<file path="src/rtl/sequence_timer_ctrl.sv">
// sequence_timer_ctrl: generates the registered select code and enable for a 4-to-16 timing decoder,
// with single-shot or wrapping runs, hold/pause and abort.
module sequence_timer_ctrl #(
   parameter logic [3:0] DEFAULT_LAST = 4'd15
) (
   input  logic       i_clock,
   input  logic       i_reset_b,
   input  logic       i_start,
   input  logic       i_stop,
   input  logic       i_hold,
   input  logic       i_continuous,
   input  logic [3:0] i_last,
   input  logic       i_last_valid,
   output logic [3:0] o_count,
   output logic       o_dec_en,
   output logic       o_busy,
   output logic       o_done,
   output logic       o_wrap
);
   typedef enum logic [1:0] {IDLE = 2'd0, RUN = 2'd1, PAUSE = 2'd2, DONE = 2'd3} state_t;

   state_t     r_state;
   logic [3:0] r_count;
   logic [3:0] r_last;
   logic       r_cont;
   logic       r_dec_en;
   logic       r_busy;
   logic       r_done;
   logic       r_wrap;

   always_ff @(posedge i_clock or negedge i_reset_b) begin
      if (!i_reset_b) begin
         r_state  <= IDLE;
         r_count  <= 4'd0;
         r_last   <= DEFAULT_LAST;
         r_cont   <= 1'b0;
         r_dec_en <= 1'b0;
         r_busy   <= 1'b0;
         r_done   <= 1'b0;
         r_wrap   <= 1'b0;
      end else begin
         r_done <= 1'b0;
         r_wrap <= 1'b0;
         case (r_state)
            IDLE: begin
               r_count <= 4'd0;
               if (!i_stop && i_start) begin
                  r_last   <= i_last_valid ? i_last : DEFAULT_LAST;
                  r_cont   <= i_continuous;
                  r_state  <= RUN;
                  r_dec_en <= 1'b1;
                  r_busy   <= 1'b1;
               end else begin
                  r_dec_en <= 1'b0;
                  r_busy   <= 1'b0;
               end
            end
            RUN: begin
               if (i_stop) begin
                  r_state  <= IDLE;
                  r_count  <= 4'd0;
                  r_dec_en <= 1'b0;
                  r_busy   <= 1'b0;
               end else if (i_hold) begin
                  r_state  <= PAUSE;
                  r_dec_en <= 1'b0;
               end else if (r_count != r_last) begin
                  r_count <= r_count + 4'd1;
               end else if (r_cont) begin
                  r_count <= 4'd0;
                  r_wrap  <= 1'b1;
               end else begin
                  r_state  <= DONE;
                  r_dec_en <= 1'b0;
                  r_busy   <= 1'b0;
                  r_done   <= 1'b1;
               end
            end
            PAUSE: begin
               if (i_stop) begin
                  r_state <= IDLE;
                  r_count <= 4'd0;
                  r_busy  <= 1'b0;
               end else if (!i_hold) begin
                  // Re-present the interrupted T state before advancing again
                  r_state  <= RUN;
                  r_dec_en <= 1'b1;
               end
            end
            DONE: begin
               r_state  <= IDLE;
               r_count  <= 4'd0;
               r_dec_en <= 1'b0;
               r_busy   <= 1'b0;
            end
            default: begin
               r_state  <= IDLE;
               r_count  <= 4'd0;
               r_dec_en <= 1'b0;
               r_busy   <= 1'b0;
            end
         endcase
      end
   end

   assign o_count  = r_count;
   assign o_dec_en = r_dec_en;
   assign o_busy   = r_busy;
   assign o_done   = r_done;
   assign o_wrap   = r_wrap;
endmodule

</file>
<file path="config.mk">
export PLATFORM = sky130hd
export DESIGN_NAME = sequence_timer_ctrl
export DESIGN_NICKNAME = d
export VERILOG_FILES = /design/src/rtl/sequence_timer_ctrl.sv
export SDC_FILE = /design/constraint.sdc
export NUM_CORES = 1
export LEC_CHECK = 0
export ABC_AREA = 1
export BUFFER_PORTS_ARGS = -buffer_cell sky130_fd_sc_hd__buf_2
export CORE_MARGIN = 2
export CORE_UTILIZATION = 45
export DETAILED_ROUTE_END_ITERATION = 12
export PLACE_DENSITY_LB_ADDON = 0.1
export SLEW_MARGIN = 20
export SYNTH_ARGS = -nofsm -noshare
export SYNTH_HDL_FRONTEND = slang
export SYNTH_SLANG_ARGS = --single-unit
</file>
<file path="constraint.sdc">
create_clock -name i_clock -period 2.5 [get_ports i_clock]
set_input_delay 0.375 -clock i_clock [delete_from_list [all_inputs] [get_ports i_clock]]
set_output_delay 0.375 -clock i_clock [all_outputs]
set_load 0.01 [all_outputs]
</file>
**Yosys cells after proc, flatten, opt, wreduce, memory -nomap -nowiden**

Cells that the tools add are included.

- Flip-flop bits (word level): 15
- Bits of input ports: 11
- Output and inout bits: 8
- Word-level logic and storage cells: 70

- $add $sub $neg: 1
- Equal/unequal tests: 15
- Multiplexer cells: 37
- Reductions and logical operators: 9

Operator list:

| cell | count |
|---|---|
| 2-to-1 mux 4 bit | 6 |
| 2-to-1 mux 1 bit | 20 |
| 2-to-1 mux 2 bit | 7 |
| != test 3 bit (second input constant) | 4 |
| != test 4 bit (second input constant) | 3 |
| one-hot mux 4 bit (3 select lines) | 1 |
| AND reduction 4 bit | 3 |
| != test 2 bit (second input constant) | 4 |
| one-hot mux 1 bit (4 select lines) | 2 |
| one-hot mux 2 bit (4 select lines) | 1 |
| adder 4 x 1 -> 4 bit (second input constant) | 1 |
| == test 2 bit (second input constant) | 2 |
| != test 4 bit | 1 |
| AND reduction 3 bit | 1 |
| == test 2 x 1 -> 1 bit (second input constant) | 1 |
| logical NOT 2 bit | 1 |
| AND reduction 2 bit | 1 |
| OR reduction 2 bit | 1 |
| logical AND 1 bit | 1 |
| logical NOT 1 bit | 1 |

**Depth between registers and ports, before layout**

- Word-level depth: 5
- Gate-level depth with buffers: 9
- Depth with buffers taken out: 9

**Worst setup path after synthesis**

Ideal clock, no wire load.

- Path type: flip-flop to flip-flop
- Start: register r_last[1]
- End: register r_dec_en, in the netlist o_dec_en
- Setup time: 117 ps
- Data arrival time: 1,167 ps
- Data required time: 2,383 ps
- Path slack: 1,216 ps
- Cell stages (with the launch flop): 10
- Buffers on the path: 0
- Cell sequence: dfstp_2 > inv_1 > nand2_1 > nand2_1 > nor2_4 > nand3_2 > nand2_2 > nand2_1 > nand2_1 > nand2_1

- Cells in the longest elaborated chain, start to end: 3

Ends and longest elaborated chain:

| element | RTL line | text |
|---|---|---|
| start, declared | 24 | `logic [3:0] r_last;` |
| start signal, assigned | 48 | `r_last <= i_last_valid ? i_last : DEFAULT_LAST;` |
| != test 4 bit | 67 | `end else if (r_count != r_last) begin` |
| != test 4 bit (no line) | n/a |  |
| AND reduction 4 bit (no line) | n/a |  |
| end signal, assigned | 62 | `r_dec_en <= 1'b0;` |
| end signal, assigned | 66 | `r_dec_en <= 1'b0;` |
| end signal, assigned | 74 | `r_dec_en <= 1'b0;` |
| end, declared | 26 | `logic r_dec_en;` |

Every way passes these cells.
A chain may end at the register's enable or synchronous reset.

**Worst setup path in the final report**

Ends and elaborated chain as after synthesis.

==> metrics.cfg <==
[cells_and_area]
fillers = 201
final_util_pct = 54.8
layout.nets = 150
area_growth_pct = 18.0
multi_input_area_um2 = 440
num_antenna_cells = 0
regArea_um2 = 380
final_layout_size_suffix_gt1_share_pct = 29.9

[pwr]
leakagePower_nw = 0.565
peakVddDrop_mv = 0.500
clockPowerShare_pct = 14.5
p_total_uw = 970
swShare_pct = 42.8
internal_power_uw = 554
combPwrFrac_pct = 45.3
p_per_area_mw_per_mm2 = 922
seqPwrFrac_pct = 40.2
p_switching_uw = 415

[clock_tree]
postCtsResizedCells = 0
ctsHtreeMaxLevel = 1
clk_pin_slew_ns = 0.09
cts_sinks = 15
cts_buffers = 3
clk_latency_ns = 0.28
cts-root-buf = clkbuf_4
cts_buffer_depth = 2
cts_tree = done
cts_hold_buf = 1
postCtsSetupRepairBufs = 0

[synthesis]
yosys-top-cells-area = dfrtp_1 (31%), nand2_1 (14%), dfstp_2 (12%)
yosysMostFrequentCell = nand2_1
synth_flop_cell = dfrtp_1
syn-mean-instance-area_um2 = 7.83
synth_fp_nets = 126
async_flop_share_pct = 100
synth.ff_latch_count = 15
ys_warn_count = 0
synth_edf_count = 0
seq_area_frac_synth_pct = 42.6
syn_inst = 114
synth.cell_area_um2 = 892
yosys-top-cells-count = nand2_1 (34), inv_1 (16), dfrtp_1 (11)
yosysTopAreaCell = dfrtp_1
ys_types = 22
yosys.area.top_type_share_pct = 30.9

[global_routing]
antenna_found_initial = 0
grt_pass1_wl_mm = 3.01
grt_pass1_vias = 729
grt_usage_pct = 16.5
grt_overflow_total = 0
grt_max_degree = 16

[route]
drt_iter0_drc = 2
wirelength_mm = 1.67
drt_pass1_iterations = 3
drc = 0
route.vias.total = 759
drtAntennaViolNets = 0
via_per_inst = 4.63
wl_per_cell_um = 10.2

[place]
place.gp.congestion = 0.784
place_hpwl_mm = 1.33
port_buffers = 18

[sta]
grt_setup_unrepaired = no
timing.final.crit_share_pct = 54.7
hold_violations = 0
max_freq_mhz = 732
layout_min_cycle_time_ns = 1.37
fin_setup_tns_ns = 0
max-slew-margin-rel_pct = 77.4
slew_viol_final = 0
setup_viol = 0
fin_skew_ns = 0.00533
worst_pin_slew_ns = 0.339

[worst_setup_path]
path_class = reg2reg
critPathArrivalTime_ns = 1.55
cp_num_buf_inv = 1
cp-start-kind = register
crit_path_cell_trace = inv_1 -> nand2_1 -> nand2_1 -> nor2_4 -> nand3_2 -> nand2_2 -> nand2_1 -> nand2_1 -> nand2_1
cpMostUsedCell = nand2_1
required_ns = 2.68
path_max_fanout = 5
crit_slowest_cell = dfstp_2
endpoint_kind = register
critPathMaxStageDelay_ns = 0.53
path_delay_family = simple AND/OR/NAND/NOR gates

[outcome]
outcome = complete, no violations

[die]
rows = 16
core_mm2 = 0.00192
initial_core_util_pct = 46.4
die_y_um = 48.5
dieWidth_um = 48.5
die-area_mm2 = 0.00235
ioPinCount = 19

[min_path]
min_path_type = in2reg

[flow_run]
cap_violations = 0

[power groups by stage]
stage | combinational [mW] | clock [mW] | sequential (mW)
final | 0.439 | 0.140 | 0.390
after global routing | 0.503 | 0.159 | 0.402
after CTS | 0.447 | 0.146 | 0.391
after detailed placement | 0.444 | 0 | 0.396
after global placement | 0.436 | 0 | 0.394
after floorplan | 0.344 | 0 | 0.396
[final cells by class]
cell class,instances,share of cell area (%)
clock buffers,4,2.50
inverters,19,6.78
repair buffers,19,9.51
multi-input cells,80,41.9
well taps,27,3.21
flip-flops and latches,15,36.1
[metrics by stage]
step / std cells / setup WS [ns] / area, um2 / hold WS [ns]
after floorplan: 114 / 1.22 / 892 / 0.0794
after global placement: 159 / 1.17 / 1020 / 0.298
after detailed placement: 159 / 1.13 / 1020 / 0.302
after CTS: 164 / 1.11 / 1050 / 0.240
after global routing: 164 / 0.999 / 1050 / 0.232
final: 164 / 1.13 / 1050 / 0.245
[layer usage]
metal / part of all wire [%] / wire length [um] / vias to the layer above / GRT usage [%]
li1: - / - / 403 / -
met1: 44 / 736 / 343 / 19.0
met2: 52 / 865 / 9 / 29.4
met3: 2.2 / 36 / 4 / 2.78
met4: 2.0 / 34 / 0 / 8.57
met5: 0 / 0 / - / 0
[cells in the final DEF (no fill, tap or decap), drive strengths merged]
cell type     n
nand2        40
inv          19
buf          18
dfrtp        11
nor2         10
o21ai         9
nand3         8
dfstp         4
clkbuf        4
nor3          3
a21oi         3
xor2          2
nand4         2
nor4          1
o31a          1
ha            1
dlygate4sd3   1
[path summary, 6_finish.rpt]
check / start / to / slack [ns] / cells after the start
min in group asynchronous: i_reset_b / o_count[2] / 0.52 / 2
max in group asynchronous: i_reset_b / r_last[1] / 1.68 / 2
hold reg to reg: o_busy / o_busy / 0.48 / 2
hold / removal: i_hold / o_done / 0.25 / 2
setup reg to reg: r_last[1] / o_dec_en / 1.13 / 9
setup / recovery: r_last[1] / o_dec_en / 1.13 / 9
[sequential cells by signal, summed over array words and instances (netlist names)]
name      cells
o_count       4
r_state       2
o_busy        1
o_wrap        1
r_cont        1
r_last        4
o_done        1
o_dec_en      1
[logic make-up after synthesis]
kind of cell               share of synthesized area, %
and+or+nand+nor                                    38.3
buffers and inverters                              7.99
adders and majority gates                          1.40
xor gates and xnor gates                           1.96
AOI/OAI and AO/OA                                  7.71
DFF                                                42.6
Note: power is estimated with default switching activity, not from simulation.
